### config.mk
export PLATFORM = sky130hd
export DESIGN_NAME = pri_enc8
export DESIGN_NICKNAME = d
export VERILOG_FILES = /design/src/rtl/rr_arbiter8_pkg.sv /design/src/rtl/rr_arbiter8_pri_enc8.sv
export SDC_FILE = /design/constraint.sdc
export NUM_CORES = 1
export LEC_CHECK = 0
export BUFFER_PORTS_ARGS = -buffer_cell sky130_fd_sc_hd__buf_4
export CORE_AREA = 3 3 40 42
export DETAILED_ROUTE_END_ITERATION = 10
export DIE_AREA = 0 0 43 45
export GPL_ROUTABILITY_DRIVEN = 0
export GPL_TIMING_DRIVEN = 0
export MAX_ROUTING_LAYER = met4
export PLACE_DENSITY = 0.38
export SETUP_SLACK_MARGIN = 0.5
export SLEW_MARGIN = 20
export SYNTH_ARGS = -nofsm -noshare
export SYNTH_HDL_FRONTEND = slang
export SYNTH_SLANG_ARGS = --single-unit
### constraint.sdc
create_clock -name vclk -period 0.8
set_input_delay 0.04 -clock vclk [all_inputs]
set_output_delay 0.04 -clock vclk [all_outputs]
set_load 0.05 [all_outputs]
### src/rtl/rr_arbiter8_pkg.sv
// rtl/rr_arbiter8_pkg.sv - shared sizes, FSM encoding and hold-limit default for rr_arbiter8
package rr_arbiter8_pkg;
  localparam int NUM_REQ      = 8;
  localparam int IDX_W        = 3;
  localparam int MAX_HOLD_DEF = 16;
  localparam int HOLD_W_DEF   = 8;

  typedef enum logic {
    ST_IDLE  = 1'b0,
    ST_GRANT = 1'b1
  } state_e;
endpackage

### src/rtl/rr_arbiter8_pri_enc8.sv
// rtl/rr_arbiter8_pri_enc8.sv - 8-to-3 priority encoder, lowest set index wins, with any-valid flag
module pri_enc8
  import rr_arbiter8_pkg::*;
(
  input  logic [NUM_REQ-1:0] req,
  output logic [IDX_W-1:0]   idx,
  output logic               vld
);

  always_comb begin
    idx = '0;
    vld = |req;
    // Scan downward so the lowest set bit is the last one written.
    for (int i = NUM_REQ - 1; i >= 0; i--) begin
      if (req[i]) idx = IDX_W'(i);
    end
  end

endmodule

# Yosys cells after proc, flatten, opt, wreduce, memory -nomap -nowiden
# Index checks and enable logic that the tools add are counted.
# totals
output_inout_bits	4
reg_bits	0
input_bits	8
# classes
reduce_logical	1
mux	8
# ops
operator	count
$mux W3	8
$reduce_or A8 Y1	1

# Longest topological paths before layout
# logic_depth
depth_word	8
mapped_depth	3

# Least setup slack after synthesis
# No wires, ideal clock.
# synth_path
path_kind	input -> output
from	input port req[4]
to	output port idx[0]
path_buffers	0
slack_ns	-0.974
stages	1
t_arrival_ns	1.734
cell_sequence	o41ai_1
# synth_between
elab_chain_cells	5
# synth_lines
item	line	source
from (decl)	rr_arbiter8_pri_enc8.sv:5	input logic [NUM_REQ-1:0] req,
$mux W3 (5 in series)	rr_arbiter8_pri_enc8.sv:15	if (req[i]) idx = IDX_W'(i);
to (decl)	rr_arbiter8_pri_enc8.sv:6	output logic [IDX_W-1:0] idx,
# Every way passes these cells.

# Worst setup path after layout
# layout_path
from	input port req[5]
to	output port idx[2]
# layout_between
elab_chain_cells	6
# layout_lines
item	line
$mux W3 (6 in series)	rr_arbiter8_pri_enc8.sv:15
# Every way passes these cells.

==> results by stage <==
Route:
- In this run, the number of DRC markers left after iteration 0 of detailed routing was 1.
- The wire length per cell after detailed routing is 10.4 um.
- For this block, the routed nets add up to 435 um of wire.
- The number of detailed-routing iterations run before antenna repair is 2.
- In this run the remaining antenna-violating nets after routing total 0.
- After detailed routing, the number of vias per cell comes to 3.71.
- The routed layout has 156 vias.
- The post-route DRC violation count is 0.

Layout:
- Sequential cells placed in the final layout were counted as 0.
- In the final layout, the share of cells above drive strength 1 is 0.889.
- The sequential cells in the finished layout cover a total of 0 sq um.
- After the last flow step, the layout net total stands at 37.
- The number of clock buffers in the layout is 0.
- The final non-filler cell total is 42.
- Compared with the post-synthesis result, the final layout area differs by 282%.
- The total inserted antenna cells is 0.

Global route:
- For this run, the total global-route usage over all layers was measured as 0.0444.
- Entering global routing, the biggest net connects 4 pins.
- The global route total overflow is 0.
- The number of global-route vias before repair is 147.
- The initial antenna violation count is 0.
- The first global-routing pass estimated 690 um of wire.

Worst setup path:
- The nature of the critical path endpoint is an output port.
- The count of buffering cells on the critical path with inverters included is 2.
- The cell at the slowest stage of the critical path is sky130_fd_sc_hd__nor4_4.
- For this run, the slowest stage of the critical path takes 0.27 ns.
- The most numerous cell type found on the critical path is sky130_fd_sc_hd__buf_8.
- For the worst setup path, the data arrival time is 0.81 ns.
- For the worst setup path, the data required time is 0.76 ns.
- STA classifies the critical path startpoint as an input port.
- The biggest fanout along the worst timing path is 2.
- The critical path is of the in2out type.
- The critical path goes through buf_8 > nor4_4 > and3b_2 > buf_8.
- Broken down by cell family, the worst path's largest delay share belongs to simple AND/OR/NAND/NOR gates.

Job:
- Across the run, the number of max-cap violations was 0.

STA:
- The post-route fraction of the period consumed by the critical path is 1.06.
- The final max-slew violation count was 0.
- The final hold violation count is 0.
- The final period demand of the worst path is 0.851 ns.
- The highest clock rate is 1180 MHz.
- Measured against its own limit, the worst slew margin works out to 0.824.
- The worst setup margin is -0.0509 ns.
- At the pin with the least slew margin, the transition time is 0.264 ns.
- Setup violations remaining at the end of the flow were counted as 2.
- Setup repair after global routing could not meet its margin everywhere.

Power:
- The leakage power of the design is 0.132 nW.
- The largest vdd supply drop is 0.224 mV.
- The design draws 0.169 mW.
- For this design the ratio of total power to cell area is 546 nW/um^2.

Die:
- The floorplan has 13 rows.
- The floorplan die area is 1940 sq um.
- The area of the core is 1280 sq um.
- For this configuration, the core starts out at a cell density of 0.0633.
- The number of primary I/O pins is 12.
- In this run the vertical extent of the chip is 45 um.
- The width of the die is 43 um.

Status:
- The final reports fail on negative setup slack.
- The run finished, with violations left.

Synth:
- The average instance in the mapped netlist occupies 6.26 sq um.
- The synthesized netlist contains 11 unique library cells.
- The Yosys warning count is 0.
- The sequential area share after synthesis is 0.
- Ranked by total cell area, the synthesized netlist is headed by sky130_fd_sc_hd__nor4_2 (15%), sky130_fd_sc_hd__nor2_1 (14%), sky130_fd_sc_hd__and3b_1 (11%).
- In this run the cell area of the synthesized design comes to 81.3 sq um.
- The top cell type's share of synthesized area is 0.154.
- sky130_fd_sc_hd__nor4_2 takes more of the synthesized area than any other cell.
- The cell count after synthesis is 13.
- The net count after synthesis is 21.

Placed design:
- The number of buffers added on ports is 12.
- The wire-length estimate of the detail-placed layout is 347 um.
- The cell count after placement is 40.
- At the placement stage, the worst setup path has a slack of -0.129 ns.

Worst hold path:
- The path class of the tightest hold or removal check is in2out.
[area by class of cell]
class	count	area, sq um
repair buffers	14	146
fillers	148	975
well taps	15	18.8
inverters	1	3.75
multi-input cells	12	141
[through the flow]
stage | hold WS [ns] | util | TNS (ns) | area (sq um)
after global routing | 0.409 | 0.241 | -0.151 | 310
after global placement | 0.439 | 0.177 | -0.147 | 228
final | 0.401 | 0.241 | -0.0751 | 310
after detailed placement | 0.437 | 0.177 | -0.156 | 228
after floorplan | 0.218 | - | -0.00931 | 119
after CTS | 0.407 | 0.215 | -0.0674 | 277
[kinds of logic after synthesis]
kind of cell | after synthesis | synth area share
buffers and inverters | 1 | 0.0461
AOI/OAI and AO/OA | 5 | 0.415
and+or+nand+nor | 7 | 0.538
[worst paths after layout]
| kind | endpoint | startpoint | cells past startpoint | slack, ns |
|---|---|---|---|---|
| worst max-delay path | idx[2] | req[5] | 4 | -0.05 |
| worst min-delay path | idx[0] | req[2] | 3 | 0.40 |
[cell usage after synthesis (all sizes together)]
cell	count
o21ai	1
nor2	3
inv	1
and3b	1
nor2b	1
nor4	1
a21boi	1
a21oi	1
o21bai	1
o41ai	1
nand3	1
[layer usage]
| layer | routed length [um] | up-vias | global-route usage | part of all wire |
|---|---|---|---|---|
| li1 | - | 77 | - | - |
| met1 | 238 | 68 | 0.0667 | 0.55 |
| met2 | 149 | 11 | 0.0659 | 0.34 |
| met3 | 47 | 0 | 0.00797 | 0.11 |
| met4 | 0 | 0 | 0 | 0 |
| met5 | 0 | - | - | 0 |
[worst min-delay path, stage by stage]
cell and delay, ns:
sky130_fd_sc_hd__buf_6 0.09, sky130_fd_sc_hd__o41ai_4 0.08, sky130_fd_sc_hd__buf_6 0.15
[placed cells by master, fill, tap and decap left out]
| master | synthesis | routed |
|---|---|---|
| sky130_fd_sc_hd__a21boi_2 | 0 | 1 |
| sky130_fd_sc_hd__a21oi_2 | 0 | 1 |
| sky130_fd_sc_hd__and3b_2 | 0 | 1 |
| sky130_fd_sc_hd__buf_4 | 0 | 5 |
| sky130_fd_sc_hd__buf_6 | 0 | 7 |
| sky130_fd_sc_hd__buf_8 | 0 | 2 |
| sky130_fd_sc_hd__inv_1 | 1 | 1 |
| sky130_fd_sc_hd__nand3_2 | 0 | 1 |
| sky130_fd_sc_hd__nor2_1 | 3 | 2 |
| sky130_fd_sc_hd__nor2_4 | 0 | 1 |
| sky130_fd_sc_hd__nor2b_4 | 0 | 1 |
| sky130_fd_sc_hd__nor4_4 | 0 | 1 |
| sky130_fd_sc_hd__o21ai_2 | 0 | 1 |
| sky130_fd_sc_hd__o21bai_2 | 0 | 1 |
| sky130_fd_sc_hd__o41ai_4 | 0 | 1 |
[what timing repair did]
action,in CTS,in global routing
pin swaps,3,2
hold buffers,0,0
endpoints found under the hold margin,0,0
setup endpoints to repair,4,4
buffers inserted,2,0
resized for setup,10,9
[where the power goes]
part / internal (mW) / leakage (nW) / switching, mW
logic: 0.0842 / 0.132 / 0.0853
clock network: 0 / 0 / 0
registers: 0 / 0 / 0
No activity file was read; power rests on OpenSTA's default activity.
